<file path="src/rtl/prog_counting_clock.sv">
// Programmable prescaler driving a modulo up/down event counter, with tick, divided clock and wrap pulses.
// Optional alarm comparator is enabled by defining PROG_COUNTING_CLOCK_ALARM_EN.
module prog_counting_clock #(
    parameter int COUNTING_BITS = 16,
    parameter int DIV_BITS      = 16
) (
    input  logic                     clk_internal,
    input  logic                     reset,
    input  logic                     enable,
    input  logic [DIV_BITS-1:0]      div_value,
    input  logic                     up_down,
    input  logic [COUNTING_BITS-1:0] modulus,
    input  logic                     load,
    input  logic [COUNTING_BITS-1:0] load_value,
`ifdef PROG_COUNTING_CLOCK_ALARM_EN
    input  logic [COUNTING_BITS-1:0] alarm_value,
    output logic                     alarm_hit,
`endif
    output logic                     tick,
    output logic                     clk_out,
    output logic [COUNTING_BITS-1:0] counting,
    output logic                     wrap
);

    logic [DIV_BITS-1:0]      prescaler;
    logic [DIV_BITS-1:0]      div_limit;
    logic [COUNTING_BITS-1:0] top;
    logic                     period_done;
    logic                     advance;
    logic [COUNTING_BITS-1:0] next_count;
    logic                     next_wrap;

    // div_value of 0 and 1 both collapse to a limit of 0, i.e. a tick every enabled edge.
    assign div_limit   = (div_value <= DIV_BITS'(1)) ? '0 : div_value - DIV_BITS'(1);
    assign top         = (modulus == '0) ? '1 : modulus - COUNTING_BITS'(1);
    assign period_done = (prescaler >= div_limit);
    assign advance     = enable && period_done;

    always_comb begin
        // NOTE: every output of this block gets a default first so no path leaves it unassigned (no latch).
        next_count = counting;
        next_wrap  = 1'b0;
        if (load) begin
            next_count = (load_value > top) ? top : load_value;
        end else if (advance) begin
            if (up_down) begin
                if (counting >= top) begin
                    next_count = '0;
                    next_wrap  = 1'b1;
                end else begin
                    next_count = counting + COUNTING_BITS'(1);
                end
            end else begin
                if (counting == '0) begin
                    next_count = top;
                    next_wrap  = 1'b1;
                end else if (counting > top) begin
                    // A shrunken modulus left the count out of range: re-enter at TOP without a wrap.
                    next_count = top;
                end else begin
                    next_count = counting - COUNTING_BITS'(1);
                end
            end
        end
    end

    always_ff @(posedge clk_internal or posedge reset) begin
        // NOTE: registered state uses non-blocking assignments so every register samples pre-edge values.
        if (reset) begin
            prescaler <= '0;
            tick      <= 1'b0;
            clk_out   <= 1'b0;
            counting  <= '0;
            wrap      <= 1'b0;
        end else begin
            if (enable) begin
                if (period_done) begin
                    prescaler <= '0;
                    tick      <= 1'b1;
                    clk_out   <= ~clk_out;
                end else begin
                    prescaler <= prescaler + DIV_BITS'(1);
                    tick      <= 1'b0;
                end
            end else begin
                tick <= 1'b0;
            end
            counting <= next_count;
            wrap     <= next_wrap;
        end
    end

`ifdef PROG_COUNTING_CLOCK_ALARM_EN
    always_ff @(posedge clk_internal or posedge reset) begin
        if (reset) begin
            alarm_hit <= 1'b0;
        end else begin
            alarm_hit <= (load || advance) && (next_count == alarm_value);
        end
    end
`endif

endmodule

</file>
<file path="config.mk">
export PLATFORM = sky130hd
export DESIGN_NAME = prog_counting_clock
export DESIGN_NICKNAME = d
export VERILOG_FILES = /design/src/rtl/prog_counting_clock.sv
export SDC_FILE = /design/constraint.sdc
export NUM_CORES = 1
export LEC_CHECK = 0
export CORE_ASPECT_RATIO = 1.4
export CORE_UTILIZATION = 54
export CTS_CLUSTER_DIAMETER = 40
export CTS_CLUSTER_SIZE = 14
export DETAILED_ROUTE_END_ITERATION = 10
export HOLD_SLACK_MARGIN = 0.06
export MAX_ROUTING_LAYER = met4
export PLACE_DENSITY = 0.8
export SLEW_MARGIN = 20
export SYNTH_ARGS = -nofsm -noshare
export SYNTH_HDL_FRONTEND = slang
export SYNTH_SLANG_ARGS = --single-unit
</file>
<file path="constraint.sdc">
create_clock -name clk_internal -period 4.1 [get_ports clk_internal]
set_input_delay 0.41 -clock clk_internal [delete_from_list [all_inputs] [get_ports clk_internal]]
set_output_delay 0.41 -clock clk_internal [all_outputs]
set_load 0.005 [all_outputs]
</file>
==> metrics.csv, run 1 <==
metric,value,unit
status,completed,
syn2layout_area_growth,42.66,%
syn_nets,721,
drv_cap,0,
postCtsHoldBufs,0,
relSlewSlack,45.51,%
whs,0.4759,ns
cts_max_level,2,
setup_viol,0,
clock_skew,0.006547,ns
syn-cell-area,4646,sq um
die_width,80.39,um
fp.dieH,111.7,um
drc_errors,0,
crit_path_end_kind,flip-flop,
cts_max_path_buffers,2,
io_buffer_count,71,
required,4.25,ns
arrival,4.21,ns
netlist_top_cells_area,"dfrtp_1, ha_1, xor2_1",
path_clk_slew,0.06,ns
tightest_slew,0.8173,ns
synth_cell_types,66,
first_iter_violations,537,
final_common_cell,buf_4,
wl,18410,um
clock_latency,0.29,ns
synthFlopType,dfrtp_1,
core_area,8247,sq um
antenna_left,0,
ios,72,
clock.fmax,246.7,MHz
dpl_cell_area,6123,sq um
yosysTopAreaCellShare,18.85,%
hp-class,flip-flop to flip-flop,
antenna_cells,0,
grt_max_degree,29,
drt_pass1_iterations,7,
ys_ff_latch,35,
startpoint_type,input port,
avgRoutedWirePerCell,20.90,um
min_period_over_period,98.85,%
clock-sinks,35,
maxSlewViolCount,0,
period_minus_slack,4.053,ns
powerDensity,259.0,nW/um^2
routabilityCongestion,1.009,
max-vdd-ir-drop,0.0002590,V
cp_max_fo,6,
cts_root_buf,clkbuf_16,
finalHoldViolCount,0,
die_area,8983,sq um
synth_edf_count,0,
synthCells,612,
p_leak,2.928,nW
cts_tree,yes,
critPathKind,input port to flip-flop,
start_util,56.33,%
first_global_vias,5932,
syn_avg_cell_area,7.591,sq um
vias,5906,
final_area,6628,sq um
grt_usage,41.56,%
overflow,0,
nets,887,
yosys.area.top_type,dfrtp_1,
antenna_found_initial,0,
rows,39,
cts_buffers,5,
synthArstFlopShare,100.0,%
synth_warnings,0,
layout_common_cells,"buf_4, clkdlybuf4s50_1, nand2_1, ha_1, nor2_1",
setup_tns,0,ns
synth-seq-area-share,18.85,%
drive_above_1_share,22.98,%
dp_hpwl,13920,um
grt_pass1_wl,27760,um
vias_per_cell,6.704,
[power by group]
part	internal (mW)	switching, mW
registers	0.392	0.114
logic	0.391	0.415
clock network	0.259	0.147
total	1.04	0.675
[routing by layer]
layer	vias to the layer above	part of all wire [%]	wire, um	global-route usage (%)
met5	-	0	0	-
met4	0	8.9	1635	34.64
met3	147	6.1	1125	5.820
met2	366	51	9362	71.53
met1	2752	34	6290	39.70
li1	2641	-	-	-
[path summary, 6_finish.rpt]
kind,from,endpoint,slack (ns),cells after the start
setup / recovery,modulus[6],counting[15],0.05,16
hold / removal,clk_out,clk_out,0.48,1
setup reg to reg,counting[10],counting[6],0.95,6
hold reg to reg,clk_out,clk_out,0.48,1
max in group asynchronous,reset,prescaler[5],3.00,3
min in group asynchronous,reset,tick,0.52,2
[stage by stage]
stage,util (%),power [mW],worst slack (ns),instances
2_1_floorplan,-,0.8753,0.09758,612
3_3_place_gp,74.25,1.199,-0.1732,858
3_5_place_dp,74.25,1.226,-0.3182,858
4_1_cts,76.23,1.640,-0.009489,866
5_1_grt,80.37,1.811,-0.1823,881
6_report,80.37,1.717,0.04709,881
[registers in the layout (all words and copies together) (netlist names)]
register and count:
prescaler 16, wrap 1, clk_out 1, tick 1
counting 16
[critical path, stage by stage]
cell and delay, ns:
clkdlybuf4s50_1 0.43, nor4_2 0.27, buf_4 0.18, nand4_1 0.27
o21ai_0 0.22, o21ai_1 0.16, ha_1 0.33, nand4_1 0.18
nor3_1 0.42, a2111oi_4 0.14, buf_4 0.19, a31oi_4 0.22
buf_4 0.19, nor3_1 0.06, o32ai_1 0.42, a21oi_1 0.11
[layout make-up]
| class | instances | area, sq um |
|---|---|---|
| multi-input cells | 526 | 3785 |
| fillers | 561 | 1619 |
| repair buffers | 187 | 1597 |
| flip-flops and latches | 35 | 875.8 |
| clock buffers | 8 | 156.4 |
| well taps | 102 | 127.6 |
| inverters | 23 | 86.33 |
[Yosys cell counts, types with 6 or more instances]
master	n
inv_1	23
and3_1	9
dfrtp_1	35
a21o_1	6
ha_1	56
xor2_1	26
nor4_1	14
o211ai_1	14
xnor2_1	15
nand2_1	60
nor3_1	41
a211oi_1	8
a21oi_1	27
nand4_1	12
o21ai_0	31
nand2b_1	6
nand3_1	34
clkbuf_1	19
or3_1	15
nor2_1	54
a211o_1	8
[what timing repair did]
item                                    CTS  global route
gates cloned                              0             1
buffers inserted                          0            14
endpoints found under the setup margin    1            24
pin swaps                                 0            17
resized for setup                         1            59
[cell families (layout without fill, tap and decap cells)]
group	count (synthesis)	in the layout	share of synthesized area [%]
AO/OA/AOI/OAI	154	154	23.86
multiplexers	4	4	0.8619
adder cells (fa/ha/maj)	56	56	15.08
XOR/XNOR	41	41	7.730
buffers and inverters	51	218	4.552
flip-flops	35	35	18.85
AND/OR/NAND/NOR	271	271	29.06
No activity file was read; power rests on OpenSTA's default activity.
==> run 2: changes to the inputs <==
--- a/config.mk
+++ b/config.mk
@@ -10,6 +10,7 @@
 export CTS_CLUSTER_DIAMETER = 40
 export CTS_CLUSTER_SIZE = 14
 export DETAILED_ROUTE_END_ITERATION = 10
+export GPL_ROUTABILITY_DRIVEN = 1
 export HOLD_SLACK_MARGIN = 0.06
 export MAX_ROUTING_LAYER = met4
 export PLACE_DENSITY = 0.8
==> results of run 2 <==
Final layout, timing and power as in run 1 (identical DEF).
==> run 3: changes to the inputs <==
--- a/config.mk
+++ b/config.mk
@@ -18,3 +18,4 @@
 export SYNTH_ARGS = -nofsm -noshare
 export SYNTH_HDL_FRONTEND = slang
 export SYNTH_SLANG_ARGS = --single-unit
+export TNS_END_PERCENT = 100
==> results of run 3 <==
Final layout, timing and power as in run 1 (identical DEF).
